===== config.mk =====
export PLATFORM = sky130hd
export DESIGN_NAME = pll_reset_sequencer
export DESIGN_NICKNAME = d
export VERILOG_FILES = /design/src/rtl/pll_reset_pkg.sv /design/src/rtl/lock_sync.sv /design/src/rtl/pll_reset_sequencer.sv
export SDC_FILE = /design/constraint.sdc
export NUM_CORES = 1
export LEC_CHECK = 0
export BUFFER_PORTS_ARGS = -buffer_cell sky130_fd_sc_hd__buf_2
export CAP_MARGIN = 20
export CORE_AREA = 2 2 61 63
export CTS_CLUSTER_DIAMETER = 40
export DETAILED_ROUTE_END_ITERATION = 8
export DIE_AREA = 0 0 63 65
export GPL_TIMING_DRIVEN = 1
export HOLD_SLACK_MARGIN = 0.03
export PLACE_DENSITY = 0.55
export SLEW_MARGIN = 0
export SYNTH_ARGS = -nofsm -noshare
export SYNTH_HDL_FRONTEND = slang
export SYNTH_SLANG_ARGS = --single-unit

===== constraint.sdc =====
create_clock -name clock -period 1.9 [get_ports clock]
set_input_delay 0 -clock clock [delete_from_list [all_inputs] [get_ports clock]]
set_output_delay 0 -clock clock [all_outputs]
set_load 0.01 [all_outputs]

===== src/rtl/pll_reset_pkg.sv =====
// ---------------------------------------------------------------------------
// pll_reset_pkg
//
// Shared definitions for the PLL reset sequencer:
//   - state_t         : 2-bit sequencer state (WAIT/QUALIFY/HOLD/RUN)
//   - DEF_* constants : default parameter values used by the top
//   - counter_width() : width of the shared qualify/hold counter
//
// No ports (package).
// ---------------------------------------------------------------------------
package pll_reset_pkg;

    typedef enum logic [1:0] {
        WAIT    = 2'd0,
        QUALIFY = 2'd1,
        HOLD    = 2'd2,
        RUN     = 2'd3
    } state_t;

    localparam int DEF_SYNC_STAGES   = 2;
    localparam int DEF_STABLE_CYCLES = 1024;
    localparam int DEF_HOLD_CYCLES   = 16;

    // clog2(max(a,b)) bits are enough because the counter only ever holds
    // values up to max(a,b)-1. A 1-cycle window would give zero bits, so the
    // width is floored at 1.
    function automatic int counter_width(input int a, input int b);
        int m;
        m = (a > b) ? a : b;
        return (m > 1) ? $clog2(m) : 1;
    endfunction

endpackage


===== src/rtl/lock_sync.sv =====
// ---------------------------------------------------------------------------
// lock_sync
//
// Multi-flop synchroniser for a single asynchronous level signal.
//
// Parameters:
//   STAGES : number of flops in the chain (at least 2)
//
// Ports:
//   clock  : destination clock
//   resetn : asynchronous active-low clear of every flop
//   d      : asynchronous input level
//   q      : synchronised level (output of the last flop)
// ---------------------------------------------------------------------------
module lock_sync #(
    parameter int STAGES = 2
) (
    input  logic clock,
    input  logic resetn,
    input  logic d,
    output logic q
);

    logic [STAGES-1:0] chain;

    always_ff @(posedge clock or negedge resetn) begin
        if (!resetn) begin
            chain <= '0;
        end else begin
            chain <= {chain[STAGES-2:0], d};
        end
    end

    assign q = chain[STAGES-1];

endmodule


===== src/rtl/pll_reset_sequencer.sv =====
// ---------------------------------------------------------------------------
// pll_reset_sequencer
//
// Holds a downstream clock domain in reset until the PLL lock flag has been
// stable for STABLE_CYCLES cycles, then stretches the reset for HOLD_CYCLES
// more cycles before releasing it. Any loss of lock drops straight back to
// WAIT and re-asserts the downstream reset. A single-cycle software request
// in RUN re-pulses the reset for HOLD_CYCLES cycles.
//
// Optional feature: define PLL_RESET_SEQUENCER_LOSS_COUNT_EN to add the
// 8-bit saturating lock-loss counter and its `loss_count` port.
//
// Parameters:
//   SYNC_STAGES   : synchroniser depth on `locked` (>= 2)
//   STABLE_CYCLES : cycles `locked` must stay high before acceptance (>= 1)
//   HOLD_CYCLES   : reset-stretch cycles after acceptance (>= 1)
//
// Ports:
//   clock      : PLL output clock
//   resetn     : asynchronous active-low reset
//   locked     : PLL lock flag, asynchronous to `clock`
//   sw_reset   : single-cycle request to re-pulse the downstream reset
//   rst_out_n  : registered active-low downstream reset
//   ready      : high while in RUN
//   state      : current state encoding (WAIT=0 QUALIFY=1 HOLD=2 RUN=3)
//   loss_count : RUN->WAIT transition count, saturating at 255 (optional)
// ---------------------------------------------------------------------------
module pll_reset_sequencer
    import pll_reset_pkg::*;
#(
    parameter int SYNC_STAGES   = DEF_SYNC_STAGES,
    parameter int STABLE_CYCLES = DEF_STABLE_CYCLES,
    parameter int HOLD_CYCLES   = DEF_HOLD_CYCLES
) (
    input  logic       clock,
    input  logic       resetn,
    input  logic       locked,
    input  logic       sw_reset,
    output logic       rst_out_n,
    output logic       ready,
    output logic [1:0] state
`ifdef PLL_RESET_SEQUENCER_LOSS_COUNT_EN
    ,
    output logic [7:0] loss_count
`endif
);

    localparam int CW = counter_width(STABLE_CYCLES, HOLD_CYCLES);
    localparam logic [CW-1:0] STABLE_LAST = CW'(STABLE_CYCLES - 1);
    localparam logic [CW-1:0] HOLD_LAST   = CW'(HOLD_CYCLES - 1);

    logic          locked_s;
    state_t        state_q;
    state_t        state_d;
    logic [CW-1:0] cnt_q;
    logic [CW-1:0] cnt_d;
    logic          rst_q;

    // Only the synchronised copy of `locked` is used below.
    lock_sync #(
        .STAGES (SYNC_STAGES)
    ) u_lock_sync (
        .clock  (clock),
        .resetn (resetn),
        .d      (locked),
        .q      (locked_s)
    );

    always_ff @(posedge clock or negedge resetn) begin
        if (!resetn) begin
            state_q <= WAIT;
            cnt_q   <= '0;
            rst_q   <= 1'b0;
        end else begin
            state_q <= state_d;
            cnt_q   <= cnt_d;
            // Registered from the next state so the reset releases on the
            // same edge that the state enters RUN.
            rst_q   <= (state_d == RUN);
        end
    end

    // Lock loss is tested first in every locked-dependent state, which gives
    // it priority over sw_reset. The counter stops at its terminal value
    // because each terminal compare leaves the state instead of counting on.
    always_comb begin
        state_d = state_q;
        cnt_d   = cnt_q;
        case (state_q)
            WAIT: begin
                if (locked_s) begin
                    state_d = QUALIFY;
                    cnt_d   = '0;
                end
            end
            QUALIFY: begin
                if (!locked_s) begin
                    state_d = WAIT;
                end else if (cnt_q == STABLE_LAST) begin
                    state_d = HOLD;
                    cnt_d   = '0;
                end else begin
                    cnt_d = cnt_q + 1'b1;
                end
            end
            HOLD: begin
                if (!locked_s) begin
                    state_d = WAIT;
                end else if (cnt_q == HOLD_LAST) begin
                    state_d = RUN;
                end else begin
                    cnt_d = cnt_q + 1'b1;
                end
            end
            RUN: begin
                if (!locked_s) begin
                    state_d = WAIT;
                end else if (sw_reset) begin
                    state_d = HOLD;
                    cnt_d   = '0;
                end
            end
            default: begin
                state_d = WAIT;
                cnt_d   = '0;
            end
        endcase
    end

    assign rst_out_n = rst_q;
    assign ready     = (state_q == RUN);
    assign state     = state_q;

`ifdef PLL_RESET_SEQUENCER_LOSS_COUNT_EN
    logic [7:0] loss_q;

    always_ff @(posedge clock or negedge resetn) begin
        if (!resetn) begin
            loss_q <= 8'd0;
        end else if ((state_q == RUN) && (state_d == WAIT) && (loss_q != 8'hFF)) begin
            loss_q <= loss_q + 8'd1;
        end
    end

    assign loss_count = loss_q;
`endif

endmodule


# Word-level counts from Yosys, hierarchy flattened
# Index checks and enable logic that the tools add are counted.
op_classes:
  addsub: 1
  n_eq_ne: 12
  n_mux: 16
  reduce_logical: 2
ops:
  columns: ["cell", "count"]
  rows:
  - ["10-bit 2-to-1 mux", 7]
  - ["10-bit one-hot mux with 4 select lines", 1]
  - ["2-bit 2-to-1 mux", 7]
  - ["10-bit by 1-bit adder with 10-bit output (second input constant)", 1]
  - ["10-bit equality test (second input constant)", 1]
  - ["10-bit by 4-bit equality test with 1-bit output (second input constant)", 1]
  - ["2-bit by 1-bit != test with 1-bit output (second input constant)", 4]
  - ["2-bit one-hot mux with 4 select lines", 1]
  - ["2-bit equality test (second input constant)", 3]
  - ["6-bit AND reduction", 1]
  - ["2-bit != test (second input constant)", 2]
  - ["2-bit by 1-bit equality test with 1-bit output (second input constant)", 1]
  - ["2-bit logical NOT", 1]
totals:
  wordCells: 35
  inputBits: 4
  output_inout_bits: 4
  regBits: 15

# Logic depth before layout (Yosys ltp)
logic_depth:
  word_depth: 5
  ltp_mapped: 7
  mapped_depth_nobuf: 6

# By module
# Synthesis repeated with hierarchy kept, for this count alone.
hier_totals:
  hier_cells: 99
  area_unflattened_um2: 922.1
modules_own_cells:
  columns: ["module", "area_each_um2", "cells_each", "instances"]
  rows:
  - ["pll_reset_sequencer", 872.1, 97, 1]
  - ["lock_sync", 50.0, 2, 1]

# Worst setup path after synthesis
# OpenSTA, ideal clock, no wires.
synth_timing:
  kind: "flip-flop to flip-flop"
  from: "register state_q[0], in the netlist state[0]"
  to: "register cnt_q[7]"
  n_path_buf: 0
  arrival_ns: 1.816
  required_ns: 1.773
  setup_slack_ns: -0.042
  stages_incl_launch_ff: 7
  setup_time_ns: 0.127
  cell_sequence: "dfrtp_1 > inv_1 > ha_1 > o21ai_1 > a31oi_4 > and3_4 > a221o_2"
synth_between:
  elab_chain_len: 3
synth_rtl:
  columns: ["item", "line", "text"]
  rows:
  - ["start, declared", "pll_reset_sequencer.sv:53", "state_t state_q;"]
  - ["start signal, assigned", "pll_reset_sequencer.sv:75", "state_q <= state_d;"]
  - ["2-bit by 1-bit equality test with 1-bit output, or another cell as far along", "pll_reset_sequencer.sv:89", "case (state_q)"]
  - ["2-bit by 1-bit != test with 1-bit output (no line) / 2-bit != test (equally long branches)", null, null]
  - ["6-bit AND reduction (no line)", null, null]
  - ["end signal, assigned", "pll_reset_sequencer.sv:76", "cnt_q <= cnt_d;"]
  - ["end, declared", "pll_reset_sequencer.sv:55", "logic [CW-1:0] cnt_q;"]
# Parallel ways exist; a longest one is shown, timed or not.
# A chain may end at the register's enable or synchronous reset.

# Final worst setup path
layout_timing:
  from: "register state_q[0], in the netlist state[0]"
  to: "register rst_q, in the netlist rst_out_n"
layout_between:
  elab_chain_len: 4
layout_rtl:
  columns: ["item", "line", "text"]
  rows:
  - ["2-bit 2-to-1 mux (on tied branches)", "pll_reset_sequencer.sv:118, pll_reset_sequencer.sv:99, pll_reset_sequencer.sv:109", null]
  - ["2-bit 2-to-1 mux (on tied branches)", "pll_reset_sequencer.sv:116, pll_reset_sequencer.sv:97, pll_reset_sequencer.sv:107", null]
  - ["2-bit one-hot mux with 4 select lines *", "pll_reset_sequencer.sv:89", null]
  - ["2-bit equality test *", "pll_reset_sequencer.sv:79", "rst_q <= (state_d == RUN);"]
  - ["end signal, assigned", "pll_reset_sequencer.sv:79", null]
  - ["end, declared", "pll_reset_sequencer.sv:57", "logic rst_q;"]
# Mark *: on every way between the ends. The rest lies on a longest branch, timed or not.

==> impl_metrics.json <==
{
  "yosysTopAreaCell": "sky130_fd_sc_hd__dfrtp_1",
  "power.density_cell_area_nw_per_um2": 912,
  "design.final.nets": 139,
  "gr-usage-all-layers": 0.130,
  "synth_compound_area_frac": 0.227,
  "routed_wirelength_um": 2440,
  "synthCells": 103,
  "crit_fanout": 6,
  "r2r_setup_slack_ns": -0.007,
  "leakage_uw": 0.000578,
  "setup_repair_after_global_routing_missed_its_margin": "yes",
  "detailedRoute.firstIterationViolations": 27,
  "number_of_antenna_violations_at_the_first_check_in_global_routing": 0,
  "first_global_vias": 900,
  "fp-row-count": 22,
  "worst_ir_drop_vdd_mv": 0.325,
  "finalSetupTns_ns": -0.00735,
  "worst-r2r-cell-count": 6,
  "worst_slew_pin_slew_ns": 0.378,
  "cts_htree_levels": 1,
  "synthesis_warning_total": 0,
  "routed_via_count": 939,
  "die_width_um": 63,
  "buffer_ports.inserted": 7,
  "grt_overflow": 0,
  "run_status": "finished, violations left",
  "ys_top_cells_by_count": "sky130_fd_sc_hd__dfrtp_1, sky130_fd_sc_hd__nand3_1, sky130_fd_sc_hd__o31ai_1",
  "timing.hold.ws_ns": 0.144,
  "synth_seq_area_share": 0.373,
  "critical_path.reg2reg.startpoint": "state[0]",
  "dominant_combinational_cell_family_by_area_after_synthesis": "simple AND/OR/NAND/NOR gates",
  "numCtsBuffers": 3,
  "slew_headroom": 0.748,
  "postSynthAreaPerCell_um2": 9.78,
  "remaining_drc_errors": 0,
  "timing_worst_setup_path_type": "flop to flop",
  "rr_endpoint": "rst_out_n",
  "finalCriticalPeriod_ns": 1.91,
  "synth_edf_count": 0,
  "drive_gt1_frac": 0.391,
  "wire_per_inst_um": 13.8,
  "core_area_um2": 3500,
  "top_level_ports": 8,
  "synthSimpleGateAreaFrac": 0.296,
  "design.die.area_um2": 4100,
  "areaGrowthSynthToFinish_pct": 32.2,
  "slew_violations": 0,
  "clkSlewWorstSetupHoldPaths_ns": 0.09,
  "dominant_register_cell_in_the_synthesized_netlist": "sky130_fd_sc_hd__dfrtp_1",
  "clk_latency_ns": 0.28,
  "synth_fa_ha_area_frac": 0.0745,
  "synth.lib_cells_used.distinct": 40,
  "fp.dieH_um": 65,
  "largest_net_degree_at_the_start_of_global_routing": 16,
  "insertedDiodeCount": 0,
  "floorplan.initialDensity": 0.288,
  "crit_start": "state[0]",
  "syn-num-nets": 113,
  "clock_buffer_depth": 2,
  "hp-class": "input pin to asynchronous set/reset pin",
  "synth.area.mux_share": 0,
  "ant_nets": 0,
  "timing.fmax_mhz": 524,
  "timing.critical_path.to_type": "flop",
  "global_route_wire_length_before_repair_um": 4200,
  "drv.max_cap_violation_count": 0,
  "synthXorXnorAreaFrac": 0,
  "synth_area_leaders": "sky130_fd_sc_hd__dfrtp_1, sky130_fd_sc_hd__ha_1, sky130_fd_sc_hd__o31ai_1",
  "detailedPlacementHpwl_um": 1760,
  "failing_checks": "negative setup slack",
  "min_period_over_period": 1.00,
  "finalWeightedCongestion": 0.823,
  "drtPass1Iterations": 4,
  "setup_viol": 1,
  "synth.cell_area_um2": 1010,
  "yosysTopAreaCellShare": 0.373,
  "cts-root-buf": "sky130_fd_sc_hd__clkbuf_4",
  "cts_tree": "built",
  "wp_data_required_ns": 2.09,
  "cp.arrival_ns": 2.10,
  "final.setup.worst_slack_ns": -0.00735,
  "timing.critical_path.from_type": "flop",
  "post_drt_via_cell_ratio": 5.34,
  "async_reset_ff_frac": 1.00,
  "timing.clock.skew_ns": 0.000944,
  "clock_sink_count": 15,
  "synthMostInstantiatedCell": "sky130_fd_sc_hd__dfrtp_1",
  "timing.final.hold_violations": 0,
  "number_of_synthesized_register_bits": 15
}
## per-stage QoR
stage | setup slack, ns | area (um^2) | utilization | cells | total power, uW
CTS | 0.0268 | 1240 | 0.355 | 174 | 1140
floorplan | 0.0260 | 1020 | - | 103 | 716
detailed placement | -0.0471 | 1170 | 0.336 | 167 | 928
global route | -0.0982 | 1330 | 0.381 | 176 | 1320
finish | -0.00735 | 1330 | 0.381 | 176 | 1210
global placement | -0.0235 | 1170 | 0.336 | 167 | 923
## how the worst max path moves through the flow
| stage | cells after the start | slack [ns] | to |
|---|---|---|---|
| 2_1_floorplan | 6 | 0.03 | cnt_q[7] |
| 3_3_place_gp | 6 | -0.02 | cnt_q[7] |
| 3_5_place_dp | 6 | -0.05 | rst_out_n |
| 4_1_cts | 6 | 0.03 | rst_out_n |
| 5_1_grt | 6 | -0.1 | rst_out_n |
| 6_report | 6 | -0.007 | rst_out_n |
## critical path, cell delays in order, from the launching register on
cell and delay [ns]:
sky130_fd_sc_hd__dfrtp_1 0.42, sky130_fd_sc_hd__inv_2 0.12, sky130_fd_sc_hd__ha_4 0.18, sky130_fd_sc_hd__or4b_4 0.47
sky130_fd_sc_hd__nor4_4 0.30, sky130_fd_sc_hd__o221ai_2 0.12, sky130_fd_sc_hd__o22ai_1 0.21
## flip-flops by register name (all words and copies together) (netlist names)
register,count
u_lock_sync.chain,2
cnt_q,10
state,2
rst_out_n,1
## where the power goes
part           internal [uW]  switching [uW]
logic                    295             348
clock network           81.4             102
registers                353            34.8
total                    730             485
## cells in the final DEF (no fill, tap or decap), drive strengths merged
cell         Yosys  layout
nor4b            1       1
buf              2      21
a21o             1       1
nor4             2       2
a21oi            6       6
or3              2       2
and2b            1       1
nor3             5       5
nand4b           1       1
or2b             1       1
a22o             1       1
clkbuf           0       4
o31ai            7       7
nand4            2       2
and4             2       2
a211oi           1       1
o221ai           1       1
nand3b           2       2
dfrtp           15      15
inv              2       2
dlygate4sd3      0       2
and3b            1       1
ha               6       6
o211ai           1       1
or2              1       1
a221o            3       3
nand3            7       7
nor2             5       5
or4b             1       1
and3             8       8
nand2b           2       2
o22ai            2       2
a31oi            2       2
nand2            2       2
o21ai            7       7
## timing repair
action                                  4_1_cts  5_1_grt
endpoints found under the hold margin        16        0
hold buffers                                  2        0
resized for setup                             3       14
buffers inserted                              1        2
pin swaps                                     0        8
endpoints found under the setup margin        7        8
## kinds of logic (layout without fill, tap and decap cells)
group / count (synthesis) / count (layout)
fa+ha+maj: 6 / 6
buf+inv: 4 / 29
compound gates: 32 / 32
simple gates: 46 / 46
flops: 15 / 15
## layout make-up
class	instances	area (um^2)
repair buffers	23	160
multi-input cells	84	701
fillers	364	2160
clock buffers	4	26.3
inverters	2	7.51
flip-flops and latches	15	377
well taps	48	60.1
## metal layers
layer  wire length, um  track usage  part of all wire  vias up
met4                19       0.0472            0.0078        0
met3                50       0.0208             0.021        2
li1                  -            -                 -      465
met5                 0            0                 0        -
met2              1160        0.211              0.48       11
met1              1200        0.173              0.49      461
Power figures use the tool's default switching activity.
